`src/rtl/lsu_mem_ctrl.sv`:
```
// -----------------------------------------------------------------------------
// lsu_mem_ctrl
// Load/store controller between the execute stage and data_memory.
// It takes one request at a time and forms the effective address as
// base + offset (16-bit, carry discarded). It then drives data_memory, allows
// for the memory's one-cycle synchronous read, and returns the result on a
// valid/ready response channel.
//
// Optional feature (compile-time macro LSU_BOUND_CHECK_EN):
//   defined     : an effective address >= MEM_DEPTH faults. No memory access is
//                 made, and resp_fault=1 with resp_rdata=0.
//   not defined : there is no range check. mem_addr takes the low ADDR_W bits
//                 of the address, so accesses wrap, and resp_fault is always 0.
//
// Ports:
//   clk, rst_n          clock (rising edge), asynchronous active-low reset
//   req_valid/req_ready request handshake
//   req_wr              1 = store, 0 = load
//   req_base/req_offset address operands (offset is two's complement)
//   req_wdata           store data
//   resp_valid/ready    response handshake
//   resp_rdata          load data (0 for stores and faults)
//   resp_fault          address out of range
//   mem_addr/mem_d_in/mem_wr/mem_d_out  data_memory interface
// -----------------------------------------------------------------------------
module lsu_mem_ctrl #(
  parameter int DATA_W    = 16,
  parameter int ADDR_W    = 5,
  parameter int MEM_DEPTH = 32
) (
  input  logic              clk,
  input  logic              rst_n,
  input  logic              req_valid,
  output logic              req_ready,
  input  logic              req_wr,
  input  logic [DATA_W-1:0] req_base,
  input  logic [DATA_W-1:0] req_offset,
  input  logic [DATA_W-1:0] req_wdata,
  output logic              resp_valid,
  input  logic              resp_ready,
  output logic [DATA_W-1:0] resp_rdata,
  output logic              resp_fault,
  output logic [ADDR_W-1:0] mem_addr,
  output logic [DATA_W-1:0] mem_d_in,
  output logic              mem_wr,
  input  logic [DATA_W-1:0] mem_d_out
);

  typedef enum logic [1:0] {
    S_IDLE  = 2'd0,
    S_ISSUE = 2'd1,
    S_WAIT  = 2'd2,
    S_RESP  = 2'd3
  } state_t;

  state_t              state_r;
  logic                wr_r;
  logic                fault_r;
  logic                req_ready_r;
  logic                resp_valid_r;
  logic [DATA_W-1:0]   resp_rdata_r;
  logic                resp_fault_r;
  logic [ADDR_W-1:0]   mem_addr_r;
  logic [DATA_W-1:0]   mem_d_in_r;
  logic                mem_wr_r;

  logic [DATA_W-1:0]   ea_s;
  logic                fault_s;

  // Effective address: the natural DATA_W-bit add drops the carry.
  always_comb begin
    ea_s = req_base + req_offset;
  end

`ifdef LSU_BOUND_CHECK_EN
  // Range check against the number of implemented words.
  always_comb begin
    fault_s = (ea_s >= DATA_W'(MEM_DEPTH));
  end
`else
  // Without the range check, the address bits above ADDR_W are ignored.
  logic unused_ea_hi_s;

  // No fault source; the upper address bits are deliberately dropped.
  always_comb begin
    fault_s        = 1'b0;
    unused_ea_hi_s = ^ea_s[DATA_W-1:ADDR_W];
  end
`endif

  // Controller FSM. All outputs are registered here, so reset clears
  // mem_wr immediately and an interrupted store cannot reach memory.
  always_ff @(posedge clk or negedge rst_n) begin
    if (!rst_n) begin
      state_r      <= S_IDLE;
      wr_r         <= 1'b0;
      fault_r      <= 1'b0;
      req_ready_r  <= 1'b0;
      resp_valid_r <= 1'b0;
      resp_rdata_r <= {DATA_W{1'b0}};
      resp_fault_r <= 1'b0;
      mem_addr_r   <= {ADDR_W{1'b0}};
      mem_d_in_r   <= {DATA_W{1'b0}};
      mem_wr_r     <= 1'b0;
    end else begin
      case (state_r)
        S_IDLE: begin
          // req_ready comes up on the first edge after reset release. A
          // request is taken only when req_ready was already visible.
          req_ready_r <= 1'b1;
          if (req_valid && req_ready_r) begin
            wr_r        <= req_wr;
            fault_r     <= fault_s;
            mem_addr_r  <= ea_s[ADDR_W-1:0];
            mem_d_in_r  <= req_wdata;
            mem_wr_r    <= req_wr & ~fault_s;
            req_ready_r <= 1'b0;
            state_r     <= S_ISSUE;
          end
        end
        S_ISSUE: begin
          // data_memory writes (or starts its read) on this exit edge.
          mem_wr_r <= 1'b0;
          if (fault_r || wr_r) begin
            resp_valid_r <= 1'b1;
            resp_rdata_r <= {DATA_W{1'b0}};
            resp_fault_r <= fault_r;
            state_r      <= S_RESP;
          end else begin
            state_r <= S_WAIT;
          end
        end
        S_WAIT: begin
          resp_valid_r <= 1'b1;
          resp_rdata_r <= mem_d_out;
          resp_fault_r <= 1'b0;
          state_r      <= S_RESP;
        end
        S_RESP: begin
          if (resp_ready) begin
            resp_valid_r <= 1'b0;
            req_ready_r  <= 1'b1;
            state_r      <= S_IDLE;
          end
        end
        default: begin
          state_r      <= S_IDLE;
          req_ready_r  <= 1'b0;
          resp_valid_r <= 1'b0;
          mem_wr_r     <= 1'b0;
        end
      endcase
    end
  end

  assign req_ready  = req_ready_r;
  assign resp_valid = resp_valid_r;
  assign resp_rdata = resp_rdata_r;
  assign resp_fault = resp_fault_r;
  assign mem_addr   = mem_addr_r;
  assign mem_d_in   = mem_d_in_r;
  assign mem_wr     = mem_wr_r;

endmodule

```
`config.mk`:
```
export PLATFORM = sky130hd
export DESIGN_NAME = lsu_mem_ctrl
export DESIGN_NICKNAME = d
export VERILOG_FILES = /design/src/rtl/lsu_mem_ctrl.sv
export SDC_FILE = /design/constraint.sdc
export NUM_CORES = 1
export LEC_CHECK = 0
export ABC_AREA = 1
export BUFFER_PORTS_ARGS = -buffer_cell sky130_fd_sc_hd__buf_4
export CAP_MARGIN = 20
export CELL_PAD_IN_SITES_DETAIL_PLACEMENT = 0
export CELL_PAD_IN_SITES_GLOBAL_PLACEMENT = 1
export CORE_ASPECT_RATIO = 0.7
export CORE_MARGIN = 2
export CORE_UTILIZATION = 28
export CTS_CLUSTER_SIZE = 40
export DETAILED_ROUTE_END_ITERATION = 8
export PLACE_DENSITY_LB_ADDON = 0.3
export SLEW_MARGIN = 25
export SYNTH_ARGS = -nofsm -noshare
export SYNTH_HDL_FRONTEND = slang
export SYNTH_SLANG_ARGS = --single-unit
export TNS_END_PERCENT = 5
```
`constraint.sdc`:
```
create_clock -name clk -period 1.3 [get_ports clk]
set_clock_uncertainty 0.05 [all_clocks]
set_input_delay 0.26 -clock clk [delete_from_list [all_inputs] [get_ports clk]]
set_output_delay 0.26 -clock clk [all_outputs]
set_load 0.05 [all_outputs]
```
; ---- Word level (Yosys, flattened, before mapping)
; Index checks and enable logic that the tools add are counted.
[totals]
word_cells = 44
out_inout_bits = 41
regBits = 44
[op_classes]
reduce_logical = 12
n_eq_ne = 6
n_addsub = 1
muxes = 16
[op_table]
columns = op, n
row1 = one-hot mux 16 bit (2 select lines), 1
row2 = two-way mux 16 bit, 1
row3 = AND reduction 2 bit, 5
row4 = one-hot mux 2 bit (4 select lines), 1
row5 = two-way mux 1 bit, 7
row6 = "inequality test 2 bit, second input constant", 3
row7 = one-hot mux 1 bit (2 select lines), 3
row8 = nonzero test 2 bit, 3
row9 = adder 5 bit, 1
row10 = "equality test 2 bit, second input constant", 2
row11 = two-way mux 2 bit, 2
row12 = one-hot mux 1 bit (3 select lines), 1
row13 = AND reduction 3 bit, 1
row14 = nonzero test 3 bit, 1
row15 = "equality test 2 x 1 -> 1 bit, second input constant", 1
row16 = zero test 2 bit, 1
row17 = logical AND 1 bit, 1

; ---- Longest topological paths before layout
[logic_depth]
ltp_word = 3
ltp_mapped = 10

; ---- Worst setup path before layout
; OpenSTA, ideal clock, no wires.
[synth_path]
path_kind = register to register
from = register req_ready_r, in the netlist req_ready
to = register mem_addr_r[3], in the netlist mem_addr[3]
period_less_slack_ns = 1.412
stages_incl_launch_ff = 7
arrival_ns = 1.244
path_buffers = 1
path_slack_ns = -0.112
setup_ns = 0.118
path_cell_list = dfrtp_1 > nand2_2 > nor2_8 > inv_4 > buf_6 > nand2_1 > nand2_1
[synth_between]
elab_chain_len = 2
[synth_rtl]
columns = item, line
row1 = start: declaration, 59  ; logic req_ready_r;
row2 = start signal: assignment, 98  ; req_ready_r <= 1'b0;
row3 = start signal: assignment, 110  ; req_ready_r <= 1'b1;
row4 = start signal: assignment, 117  ; req_ready_r <= 1'b0;
row5 = logical AND 1 bit, 111  ; if (req_valid && req_ready_r) begin
row6 = AND reduction 2 bit (no source line), -
row7 = end signal: assignment, 102  ; mem_addr_r <= {ADDR_W{1'b0}};
row8 = end signal: assignment, 114  ; mem_addr_r <= ea_s[ADDR_W-1:0];
row9 = end: declaration, 63  ; logic [ADDR_W-1:0] mem_addr_r;
; Every way passes these cells.
; A chain may end at the register's enable or synchronous reset.

; ---- Worst setup path after layout
[layout_path]
from = register state_r[0]
to = register resp_rdata_r[5], in the netlist resp_rdata[5]
[layout_between]
elab_chain_len = 3
[layout_rtl]
columns = item, line
row1 = start: declaration, 56  ; state_t state_r;
row2 = start signal: assignment, 95  ; state_r <= S_IDLE;
row3 = start signal: assignment, 118  ; state_r <= S_ISSUE;
row4 = start signal: assignment, 128  ; state_r <= S_RESP;
row5 = equality test 2 x 1 -> 1 bit or equality test 2 bit (tied branches), 106  ; case (state_r)
row6 = inequality test 2 bit (no source line) or nonzero test 2 bit (tied branches), -
row7 = AND reduction 2 bit (no source line), -
row8 = end signal: assignment, 100  ; resp_rdata_r <= {DATA_W{1'b0}};
row9 = end signal: assignment, 126  ; resp_rdata_r <= {DATA_W{1'b0}};
row10 = end signal: assignment, 135  ; resp_rdata_r <= mem_d_out;
row11 = end: declaration, 61  ; logic [DATA_W-1:0] resp_rdata_r;
; Several ways; a longest one is shown, not always the timed one.

==> metrics.txt <==
# TYPE chip_impl_metric gauge
chip_impl_metric{name="global_route.usage.met1",unit="%"} 17.9
chip_impl_info{name="timing.critical_path.cells",value="inv_2 -> buf_4 -> ha_4 -> nand2_4 -> clkbuf_16 -> nand3_1 -> nand2_1"} 1
chip_impl_metric{name="report.final.slew_viol_count",unit=""} 0
chip_impl_metric{name="final_hold_viol_count",unit=""} 0
chip_impl_metric{name="routed_wirelength",unit="µm"} 5020
chip_impl_metric{name="yosys.cell_types.count",unit=""} 24
chip_impl_info{name="synth-main-ff-cell",value="sky130_fd_sc_hd__dfrtp_1"} 1
chip_impl_metric{name="design_power_total",unit="µW"} 8750
chip_impl_metric{name="die_height",unit="µm"} 74.7
chip_impl_metric{name="use_met2",unit="%"} 20.9
chip_impl_metric{name="grt_first_pass_wirelength",unit="µm"} 8270
chip_impl_info{name="worst_setup_sp_type",value="flop"} 1
chip_impl_metric{name="synth_enable_flop_cells",unit=""} 0
chip_impl_metric{name="number_of_antenna_violations_at_the_first_check_in_global_routing",unit=""} 0
chip_impl_metric{name="synthesis.area_per_instance",unit="µm²"} 8.77
chip_impl_metric{name="placementRows",unit=""} 25
chip_impl_info{name="grt_setup_unrepaired",value="true"} 1
chip_impl_info{name="crit_type",value="flop to flop"} 1
chip_impl_metric{name="antenna_violating_nets_post_route",unit=""} 0
chip_impl_metric{name="design.die.area",unit="µm²"} 7850
chip_impl_info{name="violations",value="setup timing"} 1
chip_impl_metric{name="detail_route.vias_per_cell",unit=""} 4.28
chip_impl_metric{name="synth.ff_latch_count",unit=""} 43
chip_impl_info{name="cp-end-kind",value="flop"} 1
chip_impl_metric{name="total_grt_overflow",unit=""} 0
chip_impl_metric{name="boundaryPins",unit=""} 110
chip_impl_metric{name="port-buffer-count",unit=""} 86
chip_impl_metric{name="dpl.cell_count",unit=""} 411
chip_impl_info{name="cts.root.buffer_cell",value="sky130_fd_sc_hd__clkbuf_8"} 1
chip_impl_metric{name="cts_inserted_buffers",unit=""} 5
chip_impl_metric{name="synthesis.nets",unit=""} 306
chip_impl_metric{name="detail_route.first_pass.iterations",unit=""} 4
chip_impl_metric{name="worstPathMaxFanout",unit=""} 8
chip_impl_metric{name="asyncSetResetFlopFracSynth",unit="%"} 100
chip_impl_metric{name="timing.final.ws_setup",unit="ps"} -25.4
chip_impl_metric{name="drive_gt1_share",unit="%"} 41.4
chip_impl_metric{name="finalNetCount",unit=""} 408
chip_impl_metric{name="place.gp.congestion",unit=""} 0.718
chip_impl_metric{name="vdd_drop_max",unit="µV"} 1050
chip_impl_info{name="class_of_the_most_critical_hold_timing_path",value="input pin to flop"} 1
chip_impl_metric{name="power_per_cell_area",unit="nW/µm²"} 2800
chip_impl_metric{name="number_of_non_filler_instances_in_the_completed_layout",unit=""} 425
chip_impl_metric{name="final_min_period_over_clock_period",unit="%"} 102
chip_impl_metric{name="grt_max_degree",unit=""} 29
chip_impl_metric{name="clock_sink_count",unit=""} 43
chip_impl_metric{name="yosys_warnings",unit=""} 0
chip_impl_metric{name="max_freq",unit="MHz"} 754
chip_impl_info{name="top_usage_layer",value="met2"} 1
chip_impl_info{name="leading_cell_type_in_the_layout_fill_and_taps_excluded",value="sky130_fd_sc_hd__buf_4"} 1
chip_impl_metric{name="seq_area_frac_synth",unit="%"} 53.8
chip_impl_metric{name="slowest_delay",unit="ps"} 460
chip_impl_metric{name="drc",unit=""} 0
chip_impl_metric{name="multi_input_comb_area",unit="µm²"} 865
chip_impl_info{name="tritoncts",value="built"} 1
chip_impl_metric{name="setup_viol",unit=""} 15
chip_impl_metric{name="vias_in_the_first_global_route",unit=""} 1774
chip_impl_metric{name="longest_clk_path_bufs",unit=""} 2
chip_impl_metric{name="final.hold.worst_slack",unit="ps"} 115
chip_impl_metric{name="synthCells",unit=""} 228
chip_impl_info{name="crit_path_top_delay_cell",value="sky130_fd_sc_hd__dfrtp_2"} 1
chip_impl_metric{name="dr.first_iter.drc_count",unit=""} 70
chip_impl_metric{name="insertion_delay",unit="ps"} 290
chip_impl_metric{name="wl_per_cell",unit="µm"} 11.8
chip_impl_metric{name="start_util",unit="%"} 29.3
chip_impl_metric{name="clock_slew_at_the_register_clock_pins_of_the_worst_setup_and_hold_paths",unit="ps"} 80
chip_impl_metric{name="filler_cell_count",unit=""} 674
chip_impl_metric{name="antenna-diode-count",unit=""} 0
chip_impl_info{name="worst_path_dominant_cell_family",value="flip-flops"} 1
chip_impl_metric{name="worst-endpoint-required",unit="ps"} 1440
chip_impl_metric{name="number_of_maximum_capacitance_violations",unit=""} 0
chip_impl_metric{name="critical_path_arrival",unit="ps"} 1460
chip_impl_metric{name="die-width",unit="µm"} 105
chip_impl_info{name="outcome",value="complete, but fails checks"} 1
chip_impl_metric{name="detailroute.via_count",unit=""} 1818
chip_impl_metric{name="total_global_route_track_usage",unit="%"} 13.2
chip_impl_metric{name="core_footprint",unit="µm²"} 6820
chip_impl_metric{name="grtUsageMet3",unit="%"} 3.81
chip_impl_metric{name="critical_path_buf_inv_count",unit=""} 3
chip_impl_metric{name="fin_crit",unit="ps"} 1330
chip_impl_metric{name="dp_hpwl",unit="µm"} 3610
chip_impl_info{name="layout_common_cells",value="sky130_fd_sc_hd__buf_4, sky130_fd_sc_hd__nand2_1, sky130_fd_sc_hd__dfrtp_1"} 1
chip_impl_metric{name="post_synth_design_cell_area",unit="µm²"} 2000
chip_impl_metric{name="area_growth",unit="%"} 56.3
chip_impl_metric{name="clock_tree.htree_level_count",unit=""} 2
chip_impl_metric{name="power_leakage",unit="µW"} 0.00172
chip_impl_metric{name="layout.area.seq",unit="µm²"} 1080
==> area by class of cell <==
type,instances,area share (%)
Sequential cell,43,34.5
Timing Repair Buffer,105,28.1
Multi-Input combinational cell,158,27.6
Tap cell,94,3.76
Clock buffer,6,2.64
Inverter,17,2.28
Clock inverter,2,1.12
==> cells in the mapped netlist (2+ instances only) <==
library cell              instances  share of area, %
sky130_fd_sc_hd__buf_4            3               1.1
sky130_fd_sc_hd__nand3_1         38               9.5
sky130_fd_sc_hd__o21ai_1          2              0.50
sky130_fd_sc_hd__a21oi_1          3              0.75
sky130_fd_sc_hd__inv_1           15               2.8
sky130_fd_sc_hd__dfrtp_1         43                54
sky130_fd_sc_hd__nand2_1         92                17
sky130_fd_sc_hd__buf_2            2              0.50
sky130_fd_sc_hd__buf_6            4               2.3
sky130_fd_sc_hd__ha_1             8               5.0
sky130_fd_sc_hd__o21ai_0          4               1.0
sky130_fd_sc_hd__nor2_1           2              0.38
==> stage by stage <==
step           setup WS (ps)  utilization, %  cell area, µm²  TNS [ps]
2_1_floorplan          -38.0               -            2020      -380
3_3_place_gp            -143            41.9            2860      -685
3_5_place_dp            -135            41.9            2860     -1660
4_1_cts                0.304            44.8            3050         0
5_1_grt                 -101            45.9            3130     -2750
6_report               -25.4            45.9            3130      -193
==> worst paths after layout <==
kind | start | end | slack, ps | cells past startpoint
min in group asynchronous | rst_n | resp_rdata[1]$_DFFE_PN0P_ | 380 | 2
setup / recovery | state_r[0]$_DFFE_PN0P_ | resp_rdata[5]$_DFFE_PN0P_ | -30 | 7
hold / removal | req_wdata[3] | mem_d_in[3]$_DFFE_PN0P_ | 110 | 3
max in group asynchronous | rst_n | mem_addr[1]$_DFFE_PN0P_ | 400 | 3
setup reg to reg | state_r[0]$_DFFE_PN0P_ | resp_rdata[5]$_DFFE_PN0P_ | -30 | 7
hold reg to reg | mem_d_in[12]$_DFFE_PN0P_ | mem_d_in[12]$_DFFE_PN0P_ | 420 | 2
==> worst register-to-register path: stages (launching register included) <==
cell	delay (ps)
sky130_fd_sc_hd__dfrtp_2	460
sky130_fd_sc_hd__inv_2	90
sky130_fd_sc_hd__buf_4	120
sky130_fd_sc_hd__ha_4	140
sky130_fd_sc_hd__nand2_4	80
sky130_fd_sc_hd__clkbuf_16	170
sky130_fd_sc_hd__nand3_1	60
sky130_fd_sc_hd__nand2_1	50
==> metal layers <==
| layer | share of wire, % | wire [µm] |
|---|---|---|
| met1 | 48 | 2430 |
| met2 | 45 | 2240 |
| met4 | 1.1 | 53 |
| met5 | 0 | 0 |
| met3 | 5.9 | 294 |
==> kinds of logic (layout without fill, tap and decap cells) <==
logic type | Yosys count | in the layout | synth area share, %
xor gates and xnor gates | 1 | 1 | 0.438
buffers and inverters | 27 | 130 | 7.38
other | 1 | 1 | 0.187
adders and majority gates | 9 | 9 | 6.00
AOI/OAI and AO/OA | 12 | 12 | 3.44
and+or+nand+nor | 135 | 135 | 28.8
DFF | 43 | 43 | 53.8
==> state kept, by name, indices dropped and copies added (netlist names) <==
| signal | count |
|---|---|
| mem_d_in | 16 |
| resp_valid | 1 |
| mem_addr | 5 |
| resp_rdata | 16 |
| mem_wr | 1 |
| state_r | 2 |
| wr_r | 1 |
| req_ready | 1 |
==> timing repair <==
item / in CTS / in global routing
hold endpoints to repair: 27 / 0
pin swaps: 2 / 3
cloned: 0 / 1
gates resized for setup: 12 / 10
buffers inserted: 3 / 1
endpoints found under the setup margin: 40 / 42
hold buffers: 1 / 0
==> power by group <==
part           switching, µW  internal [µW]
Clock                    442            622
Combinational           3500           1850
Sequential               360           1970
(Power assumes the default switching activity.)
